**config.mk**
```make
export PLATFORM = sky130hd
export DESIGN_NAME = ifetch_buffer
export DESIGN_NICKNAME = d
export VERILOG_FILES = /design/src/rtl/ifetch_buffer.sv
export SDC_FILE = /design/constraint.sdc
export NUM_CORES = 1
export LEC_CHECK = 0
export ABC_AREA = 0
export CORE_MARGIN = 5
export CORE_UTILIZATION = 51
export CTS_CLUSTER_DIAMETER = 40
export DETAILED_ROUTE_END_ITERATION = 16
export PLACE_DENSITY = 0.76
export SETUP_SLACK_MARGIN = 0.4
export SYNTH_ARGS = -nofsm -noshare
export SYNTH_HDL_FRONTEND = slang
export SYNTH_SLANG_ARGS = --single-unit
```
**constraint.sdc**
```tcl
create_clock -name i_clk -period 6.4 [get_ports i_clk]
set_clock_uncertainty 0.05 [all_clocks]
set_input_delay 0.96 -clock i_clk [delete_from_list [all_inputs] [get_ports i_clk]]
set_output_delay 0.96 -clock i_clk [all_outputs]
set_load 0.1 [all_outputs]
```
**src/rtl/ifetch_buffer.sv**
```systemverilog
// Instruction prefetch queue: keeps one ROM read in flight and buffers returned
// words with their fetch address until the CPU consumes them; jumps flush and redirect.
module ifetch_buffer #(
  parameter logic [15:0] RESET_ADDR = 16'h0000,
  parameter int          DEPTH      = 4
) (
  input  logic        i_clk,
  input  logic        i_rst,
  input  logic        i_clk_en,
  output logic [15:0] o_rom_addr,
  input  logic [23:0] i_rom_data,
  output logic        o_valid,
  output logic [23:0] o_instr,
  output logic [15:0] o_instr_addr,
  input  logic        i_cpu_ready,
  input  logic        i_jump,
  input  logic [15:0] i_jump_addr,
  output logic [4:0]  o_level
);
  localparam int PW = $clog2(DEPTH);

  logic [15:0]   pc;
  logic          inflight;
  logic [15:0]   inflight_addr;
  logic [23:0]   q_instr [DEPTH];
  logic [15:0]   q_addr  [DEPTH];
  logic [PW-1:0] wr_ptr, rd_ptr;
  logic [4:0]    level;
  logic [4:0]    occupancy;
  logic          jump_en, issue, ret, pop;

  assign jump_en    = i_clk_en & i_jump;
  assign occupancy  = level + {4'd0, inflight};
  // Counting the in-flight word reserves its slot, so a write never lands on a full queue.
  assign issue      = jump_en | (i_clk_en & (occupancy < 5'(DEPTH)));
  assign ret        = i_clk_en & inflight & ~i_jump;
  assign pop        = i_clk_en & o_valid & i_cpu_ready & ~i_jump;

  assign o_rom_addr   = i_jump ? i_jump_addr : pc;
  assign o_valid      = (level != 5'd0);
  assign o_level      = level;
  assign o_instr      = q_instr[rd_ptr];
  assign o_instr_addr = q_addr[rd_ptr];

  always_ff @(posedge i_clk or posedge i_rst) begin
    if (i_rst) begin
      pc            <= RESET_ADDR;
      inflight      <= 1'b0;
      inflight_addr <= 16'h0000;
      wr_ptr        <= '0;
      rd_ptr        <= '0;
      level         <= 5'd0;
      for (int i = 0; i < DEPTH; i++) begin
        q_instr[i] <= 24'h000000;
        q_addr[i]  <= 16'h0000;
      end
    end else if (i_clk_en) begin
      inflight <= issue;
      if (issue) begin
        inflight_addr <= o_rom_addr;
        pc            <= o_rom_addr + 16'd1;
      end
      if (i_jump) begin
        // Flush: whatever returns this cycle belongs to the old stream and is dropped.
        wr_ptr <= '0;
        rd_ptr <= '0;
        level  <= 5'd0;
      end else begin
        if (ret) begin
          q_instr[wr_ptr] <= i_rom_data;
          q_addr[wr_ptr]  <= inflight_addr;
          wr_ptr          <= wr_ptr + PW'(1);
        end
        if (pop)
          rd_ptr <= rd_ptr + PW'(1);
        case ({ret, pop})
          2'b10:   level <= level + 5'd1;
          2'b01:   level <= level - 5'd1;
          default: level <= level;
        endcase
      end
    end
  end
endmodule

```
==> flow_summary.yaml <==
hold_path:
  worstHoldPathCells: 2
  min_from: "q_addr[32]$_DFFE_PP0P_"
  hold_path_class: "flip-flop to flip-flop"
  whs_endpoint: "q_addr[32]$_DFFE_PP0P_"
placement:
  dp_hpwl_um: 12200
  io_buffers: 106
  gp_congestion: 0.936
  post_dp_cell_area_um2: 10600
  place_inst: 954
timing:
  slew_headroom: 0.218
  finalCriticalPeriod_ps: 4890
  period_share: 0.764
  fmax_ghz: 0.205
  maxSlewViolCount: 0
  setup_violations: 0
  hold_viol: 0
  rsz0062_at_grt: "false"
  setup_tns_ps: 0
  worst_pin_slew_ps: 1170
clock_tree:
  h-tree-depth: 1
  clk_pin_slew_worst_paths_ps: 50
  clock-root-buffer: "clkbuf_16"
  ctsResizeCount: 0
  ctsHoldBuffers: 0
  cts_tree: "built"
  worstSkewPairLatency_ps: 520
  clock_path_buffers: 3
  cts_buffers: 30
  clock_sink_count: 202
  cts_setup_buffers: 0
critical_path:
  reg2reg_from: "inflight$_DFFE_PP0P_"
  cp_cell_sequence: "clkdlybuf4s50_1 > mux2i_1 > inv_1 > clkdlybuf4s50_1"
  critical_path_class: "input pin to primary output"
  cp_slowest_cell: "clkdlybuf4s50_1"
  critPathLaunchType: "input pin"
  r2r_slack_ps: 3920
  end_kind: "primary output"
  path_common_cell: "clkdlybuf4s50_1"
  ff2ff_path_depth: 9
  cp_max_fo: 29
  crit_required_ps: 5390
  critPathMaxStageDelay_ps: 1240
  r2r-end: "o_level[4]$_DFFE_PP0P_"
  arrival_ps: 3880
route:
  avgViaCountPerCell: 5.66
  drtIter0Drc: 198
  wl_met2_um: 9630
  vias: 5713
  wl_met3_um: 1030
  drc_errors: 0
  drt_first_pass_iters: 4
  wl_met1_um: 8460
  detail-route-antenna-nets: 0
  routedWlPerCell_um: 19.2
  wirelength_um: 19400
  dr.max_layer_used: "met4"
status:
  status: "complete, no violations"
global_routing:
  grt-ovfl-total: 0
  grt.total_usage: 0.186
  antenna_found_initial: 0
  first_global_vias: 6416
  grt_max_degree: 203
  grt_pass1_wl_um: 33000
final_layout:
  drive_gt1_frac: 0.383
  final_nets: 811
  syn2layout_area_growth_pct: 24.6
  final_cells: 1009
  final_area_um2: 11700
  fin_util: 0.648
  antennaDiodeCount: 0
  fill_cells: 1294
floorplan:
  rows: 49
  die_x_um: 146
  start_util: 0.520
  ios: 107
  core-area_um2: 18000
  dieArea_um2: 21200
  die_height_um: 146
synth:
  yosysMostFrequentCell: "dfrtp_1"
  synth_area_um2: 9370
  synth_fa_ha_area_frac: 0.0128
  synth_cell_types: 44
  synth-simple-area-share: 0.0458
  yosysSeqAreaShare: 0.539
  yosys.area.top_type: "dfrtp_1"
  ys_ff_latch: 202
  synth_nets: 702
  synthArstFlopShare: 1.00
  synth_compound_area_frac: 0.0401
  synth_top_area_frac: 0.539
  synth_common_cells: "dfrtp_1 (202), mux2_2 (176), mux4_2 (40), nand2_1 (40)"
  synth_warnings: 0
  synth_top_family_by_area: "multiplexers"
  synth_edf_count: 0
  ys.flop_type: "dfrtp_1"
  synth_xor_area_frac: 0.0140
  synth_cells: 648
  synthMuxAreaShare: 0.317
  avgSynthCellArea_um2: 14.5
  synth_area_leaders: "dfrtp_1 (54%), mux2_2 (21%), mux4_2 (9.6%)"
job:
  cap_viol_max_count: 0
-- flip-flops by register name (all words and copies together), names as in the netlist --
signal         cells
q_instr           96
q_addr            64
inflight_addr     16
pc                16
o_level            5
rd_ptr             2
wr_ptr             2
inflight           1
-- area by class of cell --
class	instances	area [um^2]	share of cell area
sequential	202	5060	0.433
timing repair buffer	115	1140	0.0977
inverter	21	82.6	0.00707
multi-input combinational	387	4050	0.347
clock inverter	19	244	0.0209
tap	229	287	0.0245
clock buffer	36	813	0.0696
-- routing by layer --
| layer | GRT usage | up-vias |
|---|---|---|
| met1 | 0.253 | 2929 |
| li1 | - | 2599 |
| met4 | 0.0382 | 0 |
| met5 | 0 | - |
| met2 | 0.311 | 158 |
| met3 | 0.0420 | 27 |
-- kinds of logic (layout without fill, tap and decap cells) --
logic type                 after synthesis  in the layout
xor gates and xnor gates                15             15
buffers and inverters                   59            191
AOI/OAI and AO/OA                       56             56
DFF                                    202            202
and+or+nand+nor                         82             82
adders and majority gates                9              9
muxes                                  225            225
-- through the flow --
step / hold WS [ps] / worst slack [ps]
2_1_floorplan: 395 / 2770
3_3_place_gp: 407 / 1610
3_5_place_dp: 426 / 1520
4_1_cts: 449 / 1530
5_1_grt: 460 / 1360
6_report: 446 / 1510
-- how the worst max path moves through the flow --
stage | from | to | cells after the start
global route | i_jump | o_rom_addr[11] | 4
finish | i_jump | o_rom_addr[2] | 4
floorplan | i_rst | inflight$_DFFE_PP0P_ | 1
detailed placement | i_jump | o_rom_addr[2] | 4
CTS | i_jump | o_rom_addr[2] | 4
global placement | i_jump | o_rom_addr[2] | 4
-- critical path: cells and delay by family --
family / cells / cell delay (ps)
buffers and inverters: 3 / 2500
multiplexers: 1 / 400
-- cells in the final DEF (no fill, tap or decap), types with 2 or more instances in the layout --
master,synthesis,layout
a211oi_2,2,2
a21o_1,2,2
a21oi_1,9,9
a22oi_4,2,2
buf_4,1,8
bufinv_16,0,4
clkbuf_1,9,2
clkbuf_16,0,30
clkbuf_8,0,4
clkdlybuf4s50_1,0,106
clkinv_2,0,3
clkinv_4,0,2
clkinvlp_4,0,6
dfrtp_1,202,200
dfrtp_2,0,2
ha_1,8,8
inv_1,21,20
inv_6,0,3
mux2_2,176,176
mux2i_1,9,9
mux4_2,40,40
nand2_1,40,36
nand2_2,0,4
nand3_1,10,10
nand3b_1,4,4
nand4_1,6,6
nand4b_4,2,2
nor2_1,12,12
o21ai_0,25,25
o21ai_1,2,2
o21ai_2,2,2
o22ai_1,3,3
xnor2_1,9,9
xor2_1,6,6
Power is not shown: default switching activity piles up to over one toggle a cycle in this logic, so the estimate is an artifact.
